$ cat src/rtl/if_pkg.sv
// Shared types and constants for the instruction-fetch stage.
package if_pkg;

   localparam int          INSTR_W          = 32;
   localparam logic [31:0] RESET_PC_DEFAULT = 32'h0000_0000;

   typedef struct packed {
      logic [31:0]        pc;
      logic [INSTR_W-1:0] instr;
   } fetch_pkt_t;

endpackage

$ cat src/rtl/fetch_skid_fifo.sv
// Two-entry packet buffer between the TCM return path and decode.
// Flush beats push and pop so a redirect always leaves the buffer empty.
module fetch_skid_fifo
   import if_pkg::*;
(
   input  logic       clk,
   input  logic       rst_n,
   input  logic       push,
   input  fetch_pkt_t push_data,
   input  logic       pop,
   input  logic       flush,
   output logic [1:0] count,
   output fetch_pkt_t head
);

   fetch_pkt_t mem_q [2];
   logic       wr_ptr_q, wr_ptr_d;
   logic       rd_ptr_q, rd_ptr_d;
   logic [1:0] count_q, count_d;
   logic       pop_ok;
   logic       push_ok;

   assign pop_ok  = pop && (count_q != 2'd0);
   assign push_ok = push && !flush;

   always_comb begin
      wr_ptr_d = wr_ptr_q;
      rd_ptr_d = rd_ptr_q;
      count_d  = count_q;
      if (flush) begin
         wr_ptr_d = 1'b0;
         rd_ptr_d = 1'b0;
         count_d  = 2'd0;
      end else begin
         if (push_ok) wr_ptr_d = ~wr_ptr_q;
         if (pop_ok)  rd_ptr_d = ~rd_ptr_q;
         count_d = count_q + {1'b0, push_ok} - {1'b0, pop_ok};
      end
   end

   always_ff @(posedge clk or negedge rst_n) begin
      if (!rst_n) begin
         wr_ptr_q <= 1'b0;
         rd_ptr_q <= 1'b0;
         count_q  <= 2'd0;
         for (int i = 0; i < 2; i++) mem_q[i] <= '0;
      end else begin
         wr_ptr_q <= wr_ptr_d;
         rd_ptr_q <= rd_ptr_d;
         count_q  <= count_d;
         if (push_ok) mem_q[wr_ptr_q] <= push_data;
      end
   end

   assign count = count_q;
   assign head  = mem_q[rd_ptr_q];

   // Issue accounting upstream must make a push into a full buffer impossible.
   a_no_overflow: assert property (@(posedge clk) disable iff (!rst_n)
      !(push_ok && (count_q == 2'd2)));

endmodule

$ cat src/rtl/if_fetch.sv
// Fetch stage: PC register, TCM address issue, in-flight tracking, and a
// two-entry buffer presenting {pc, instr} packets to decode.
module if_fetch
   import if_pkg::*;
#(
   parameter int          DATA_WIDTH = 32,
   parameter int          ADDR_WIDTH = 10,
   parameter logic [31:0] RESET_PC   = RESET_PC_DEFAULT
) (
   input  logic                  clk,
   input  logic                  rst_n,
   input  logic                  redirect_valid,
   input  logic [31:0]           redirect_pc,
   output logic [ADDR_WIDTH-1:0] imem_addr,
   input  logic [DATA_WIDTH-1:0] imem_rdata,
   output logic                  out_valid,
   input  logic                  out_ready,
   output logic [31:0]           out_pc,
   output logic [DATA_WIDTH-1:0] out_instr
);

   logic [31:0] fetch_pc_q, fetch_pc_d;
   logic [31:0] inflight_pc_q, inflight_pc_d;
   logic        inflight_q, inflight_d;
   logic [1:0]  count;
   logic [2:0]  occupancy;
   logic        pop;
   logic        issue;
   logic        push;
   fetch_pkt_t  push_data;
   fetch_pkt_t  head;

   assign pop = out_valid && out_ready;

   // Slots already claimed once this cycle's pop leaves; pop implies count>=1.
   assign occupancy = {1'b0, count} + {2'b00, inflight_q} - {2'b00, pop};
   assign issue     = !redirect_valid && (occupancy < 3'd2);

   always_comb begin
      fetch_pc_d    = fetch_pc_q;
      inflight_pc_d = inflight_pc_q;
      inflight_d    = 1'b0;
      if (redirect_valid) begin
         fetch_pc_d = redirect_pc & 32'hFFFF_FFFC;
      end else if (issue) begin
         fetch_pc_d    = fetch_pc_q + 32'd4;
         inflight_pc_d = fetch_pc_q;
         inflight_d    = 1'b1;
      end
   end

   always_ff @(posedge clk or negedge rst_n) begin
      if (!rst_n) begin
         fetch_pc_q    <= RESET_PC;
         inflight_pc_q <= 32'd0;
         inflight_q    <= 1'b0;
      end else begin
         fetch_pc_q    <= fetch_pc_d;
         inflight_pc_q <= inflight_pc_d;
         inflight_q    <= inflight_d;
      end
   end

   assign imem_addr = fetch_pc_q[ADDR_WIDTH+1:2];

   assign push            = inflight_q && !redirect_valid;
   assign push_data.pc    = inflight_pc_q;
   assign push_data.instr = INSTR_W'(imem_rdata);

   fetch_skid_fifo u_fifo (
      .clk       (clk),
      .rst_n     (rst_n),
      .push      (push),
      .push_data (push_data),
      .pop       (pop),
      .flush     (redirect_valid),
      .count     (count),
      .head      (head)
   );

   assign out_valid = (count != 2'd0);
   assign out_pc    = head.pc;
   assign out_instr = DATA_WIDTH'(head.instr);

endmodule

$ cat config.mk
export PLATFORM = sky130hd
export DESIGN_NAME = if_fetch
export DESIGN_NICKNAME = d
export VERILOG_FILES = /design/src/rtl/if_pkg.sv /design/src/rtl/fetch_skid_fifo.sv /design/src/rtl/if_fetch.sv
export SDC_FILE = /design/constraint.sdc
export NUM_CORES = 1
export LEC_CHECK = 0
export ABC_AREA = 0
export CORE_MARGIN = 2
export CORE_UTILIZATION = 54
export DETAILED_ROUTE_END_ITERATION = 8
export MAX_ROUTING_LAYER = met4
export PLACE_DENSITY_LB_ADDON = 0.3
export SLEW_MARGIN = 20
export SYNTH_ARGS = -nofsm -noshare
export SYNTH_HDL_FRONTEND = slang
export SYNTH_SLANG_ARGS = --single-unit
$ cat constraint.sdc
create_clock -name clk -period 3.5 [get_ports clk]
set_input_delay 1.05 -clock clk [delete_from_list [all_inputs] [get_ports clk]]
set_output_delay 1.05 -clock clk [all_outputs]
set_load 0.02 [all_outputs]
; ---- After elaboration in Yosys (flattened, before gate mapping)
; Index checks and enable logic that the tools add are counted.
[totals]
in_bits = 68
output_inout_bits = 75
register_bits = 197
[op_classes]
add_sub_neg = 5
order_cmp = 4
bitwise_logic = 5
muxes = 15
reduce_logical = 12
[ops]
columns = op, n
row1 = 64-bit 2-to-1 mux, 4
row2 = 128-bit bitwise mux, 1
row3 = 64-bit demux with 1-bit select, 1
row4 = 32-bit 2-to-1 mux, 2
row5 = 32-bit by 3-bit adder with 32-bit output (second input constant), 1
row6 = 2-bit nonzero test, 4
row7 = 1-bit logical AND, 6
row8 = 1-bit 2-to-1 mux, 6
row9 = 2-bit greater-or-equal comparator (second input constant), 2
row10 = 1-bit NOT with 2-bit output, 2
row11 = 2-bit by 1-bit adder with 3-bit output, 1
row12 = 3-bit by 2-bit < comparator with 1-bit output (second input constant), 1
row13 = 1-bit NOT, 3
row14 = 3-bit by 1-bit subtractor with 3-bit output, 1
row15 = 2-bit by 1-bit adder with 2-bit output, 1
row16 = 2-bit by 1-bit < comparator with 1-bit output (second input constant), 1
row17 = 2-bit 2-to-1 mux, 1
row18 = 2-bit AND reduction, 1
row19 = 2-bit by 1-bit subtractor with 2-bit output, 1
row20 = 1-bit zero test, 1

; ---- Depth between registers and ports, before layout
[depth]
ltp_word = 7
ltp_mapped = 13

; ---- Cells and area by module
; A second synthesis with hierarchy kept.
[hier_totals]
cells_unflattened = 633
area_unflattened_um2 = 9053.7
[modules_own_cells]
columns = module, cells_each, area_each_um2, n_inst, seq_area_each_um2
row1 = fetch_skid_fifo, 360, 6067.1, 1, 3303.2
row2 = if_fetch, 273, 2986.6, 1, 1526.5

; ---- Least setup slack after synthesis
; OpenSTA, ideal clock, no wires.
[synth_timing]
path_type = input-to-reg
from = input out_ready
to = register inflight_pc_q[10]
cell_stages = 10
setup_ns = 0.125
path_slack_ns = 0.200
n_path_buf = 2
arrival_time_ns = 3.175
cell_sequence = and2_1 -> ha_1 -> inv_1 -> nand2_1 -> fa_1 -> inv_1 -> or3_1 -> buf_4 -> buf_6 -> mux2_4
[synth_between]
elab_chain_len = 5
[synth_rtl]
columns = element, line
row1 = from (decl), if_fetch.sv:17  ; input logic out_ready,
row2 = 1-bit logical AND, if_fetch.sv:33  ; assign pop = out_valid && out_ready;
row3 = 3-bit by 1-bit subtractor with 3-bit output, if_fetch.sv:36  ; assign occupancy = {1'b0, count} + {2'b00, inflight_q} - {2'b00, pop};
row4 = 3-bit by 2-bit < comparator with 1-bit output, if_fetch.sv:37  ; assign issue = !redirect_valid && (occupancy < 3'd2);
row5 = 1-bit logical AND, if_fetch.sv:37
row6 = 2-bit AND reduction (no source line), n/a
row7 = to (signal assigned), if_fetch.sv:59  ; inflight_pc_q <= inflight_pc_d;
row8 = to (decl), if_fetch.sv:23  ; logic [31:0] inflight_pc_q, inflight_pc_d;
; Every way passes these cells.
; A chain may end at the register's enable or synchronous reset.

; ---- Worst setup path in the final report
[layout_timing]
from = input out_ready
to = register inflight_pc_q[28]
; Same word-level chain as after synthesis.

==> impl_metrics.toml <==
[outcome]
run_status = "complete, no violations"

[placement]
post-dp-hpwl_um = 11500
routabilityCongestion = 0.801
buffer_ports.inserted = 138

[cts]
cts_repair_resize_count = 0
tritoncts = "built"
clock_buffer_count_from_cts = 17
cts-hold-fix-buffers = 0
path_clk_slew_ns = 0.07
clock-root-buffer = "clkbuf_16"
postCtsSetupRepairBufs = 0
clock_tree.htree_level_count = 4
clkSinkCount = 189
clk_path_buf_depth = 2
clkLatencyLatePin_ns = 0.42

[global_route]
vias_in_the_first_global_route = 5534
grt_resource_usage_total_pct = 21.5
globalRouteOverflowTotal = 0
grt_max_degree = 81
grt_pass1_wl_um = 27400
grt_antenna_before_repair = 0

[worst_setup_path]
path_class = "in -> reg"
max_stage_delay_ns = 0.51
critical_path_required_ns = 3.81
critPathMostFrequentCell = "inv_1"
worst_ep_arrival_time_ns = 3.60
timing.critical_path.to_type = "flip-flop"
critical_path.slowest_cell = "fa_1"
setup.worst_path.start_class = "input pin"
cell_by_cell_listing_of_the_critical_path = "clkdlybuf4s50_1 -> and2_1 -> ha_1 -> inv_1 -> nand2_1 -> fa_1 -> inv_1 -> or3_2 -> buf_12 -> mux2_4"
worstPathBufferInverterCount = 4
critical_path_peak_fanout = 33
crit_family = "buffers and inverters"

[final_layout]
mostFrequentLayoutCell = "mux2_2"
most-common-layout-cells = "mux2_2, dfrtp_1, clkdlybuf4s50_1"
layout.filler_cells = 1138
synthToLayoutAreaGrowth_pct = 25.6
drive_above_1_share_pct = 35.8
design.final.nets = 829
antenna_cells = 0

[synth]
synth_cell_type_count = 38
synth.yosys.seq_area_share_pct = 54.5
synthesis.area_um2 = 8670
yosys_register_bits = 189
synth_warnings = 0
syn_inst = 626
synth.avg_cell_area_um2 = 13.9

[power_and_ir_drop]
totalPowerFinal_mw = 10.1
vdd_drop_max_mv = 0.429
power.static_leakage_nw = 4.72
power_density_nw_per_um2 = 928

[min_path]
min-delay-path-class = "reg -> reg"

[sta]
timing_max_transition_violations_final = 0
finalHoldViolations = 0
timing.final.crit_period_ns = 3.29
slew_headroom_pct = 50.9
rsz0062_at_grt = "false"
finalSetupTns_ns = 0
tcrit_tclk_final_pct = 93.9
timing.fmax_ghz = 0.304
tightestPinTransition_ns = 0.736
clock_skew_ns = 0.00640
timing.final.setup_violations = 0

[floorplanning]
fp-row-count = 46
floorplan.die.height_um = 131
fp.dieArea_um2 = 17100
top_level_ports = 143
design.core.area_um2 = 15800
floorplan.initialDensity_pct = 55.0
die-width_um = 131

[route]
via_per_inst = 5.28
drc = 0
detail_route.iter0.violations = 245
wl_per_cell_um = 17.5
drt_pre_antenna_iters = 4
routed-via-count = 5195
detail_route.wirelength_um = 17200
ant_nets = 0

[run]
maximum_capacitance_violations = 0
-- state kept, by name (all words and copies together) (netlist names) --
register and count:
inflight_pc_q 30, u_fifo.mem_q 124, inflight_q 1, u_fifo.count 2, u_fifo.wr_ptr_q 1, u_fifo.rd_ptr_q 1
fetch_pc_q 30
-- power breakdown --
part           total [mW]  switching [mW]  leakage, nW  internal [mW]
Combinational        4.39            1.88         2.11           2.50
Clock                2.02           0.804        0.294           1.21
Sequential           3.70           0.574         2.32           3.12
Total                10.1            3.26         4.72           6.84
-- per-layer routing --
metal,routed length [um],global-route usage (%),vias up
li1,-,-,2445
met2,8730,36.5,113
met3,760,4.64,13
met1,7520,26.5,2624
met4,208,5.57,0
met5,0,-,-
-- worst reg2reg max path: stages (launching register included) --
cell and delay, ns:
dfrtp_1 0.44, inv_1 0.12, nand2_1 0.07, and2_1 0.17, ha_1 0.26, inv_1 0.08, nand2_1 0.07, fa_1 0.51
inv_1 0.06, or3_2 0.48, buf_12 0.22, mux2_4 0.33
-- kinds of logic (layout without fill, tap and decap cells) --
| kind of cell | after synthesis | in the layout | synth area share [%] |
|---|---|---|---|
| flip-flops | 189 | 189 | 54.5 |
| buffers and inverters | 52 | 193 | 3.29 |
| AND/OR/NAND/NOR | 99 | 99 | 7.06 |
| AO/OA/AOI/OAI | 32 | 32 | 1.85 |
| multiplexers | 215 | 215 | 29.0 |
| adder cells (fa/ha/maj) | 5 | 5 | 0.808 |
| other | 1 | 2 | 0.0432 |
| XOR/XNOR | 33 | 33 | 3.42 |
-- cell usage after synthesis (all sizes together) --
library cell  instances  area share [%]
nor4b                 3            0.72
and3                  5            0.36
nor3                  4            0.36
ha                    4            0.58
nand4b                2            0.38
and2                  4            0.29
buf                  32             2.4
xor2                 18             1.9
conb                  1           0.043
o21ai                32             1.8
xnor2                15             1.5
nand2                45             1.9
nand4                10            0.72
nand3b                1           0.087
fa                    1            0.23
nor2b                 3            0.22
mux2                214              29
nor4                  3            0.53
dfrtp               189              55
nand3                 9            0.66
or3                   1           0.072
nor2                  4            0.17
clkbuf               12            0.52
mux2i                 1            0.12
inv                   8            0.35
and4                  5            0.53
-- layout make-up --
type                       instances  area [um2]  share of cell area [%]
multi-input combinational        386        3670                    33.7
clock buffer                      21         450                    4.14
timing repair buffer             154        1570                    14.4
tap                              216         270                    2.48
clock inverter                    10         163                    1.49
sequential                       189        4730                    43.4
inverter                           8        30.0                   0.276
-- stage by stage --
step / worst slack, ns / cell area, um2 / utilization, % / cells / hold WS, ns
3_3_place_gp: -0.188 / 10300 / 65.2 / 953 / 0.476
4_1_cts: 0.196 / 10900 / 69.0 / 984 / 0.502
6_report: 0.214 / 10900 / 69.0 / 984 / 0.501
3_5_place_dp: -0.235 / 10300 / 65.2 / 953 / 0.487
5_1_grt: 0.107 / 10900 / 69.0 / 984 / 0.512
2_1_floorplan: 0.200 / 8670 / - / 627 / 0.461
-- worst paths after layout --
check | from | endpoint | cells after the start | slack [ns]
max reg2reg | u_fifo.count[1]$_DFF_PN0_ | inflight_pc_q[28]$_DFFE_PN0P_ | 11 | 0.59
min | u_fifo.mem_q[13]$_DFFE_PN0P_ | u_fifo.mem_q[13]$_DFFE_PN0P_ | 1 | 0.50
max | out_ready | inflight_pc_q[28]$_DFFE_PN0P_ | 10 | 0.21
min reg2reg | u_fifo.mem_q[13]$_DFFE_PN0P_ | u_fifo.mem_q[13]$_DFFE_PN0P_ | 1 | 0.50
min in group asynchronous | rst_n | u_fifo.mem_q[107]$_DFFE_PN0P_ | 1 | 0.66
max in group asynchronous | rst_n | u_fifo.mem_q[15]$_DFFE_PN0P_ | 2 | 2.06
No activity file was read; power rests on OpenSTA's default activity.
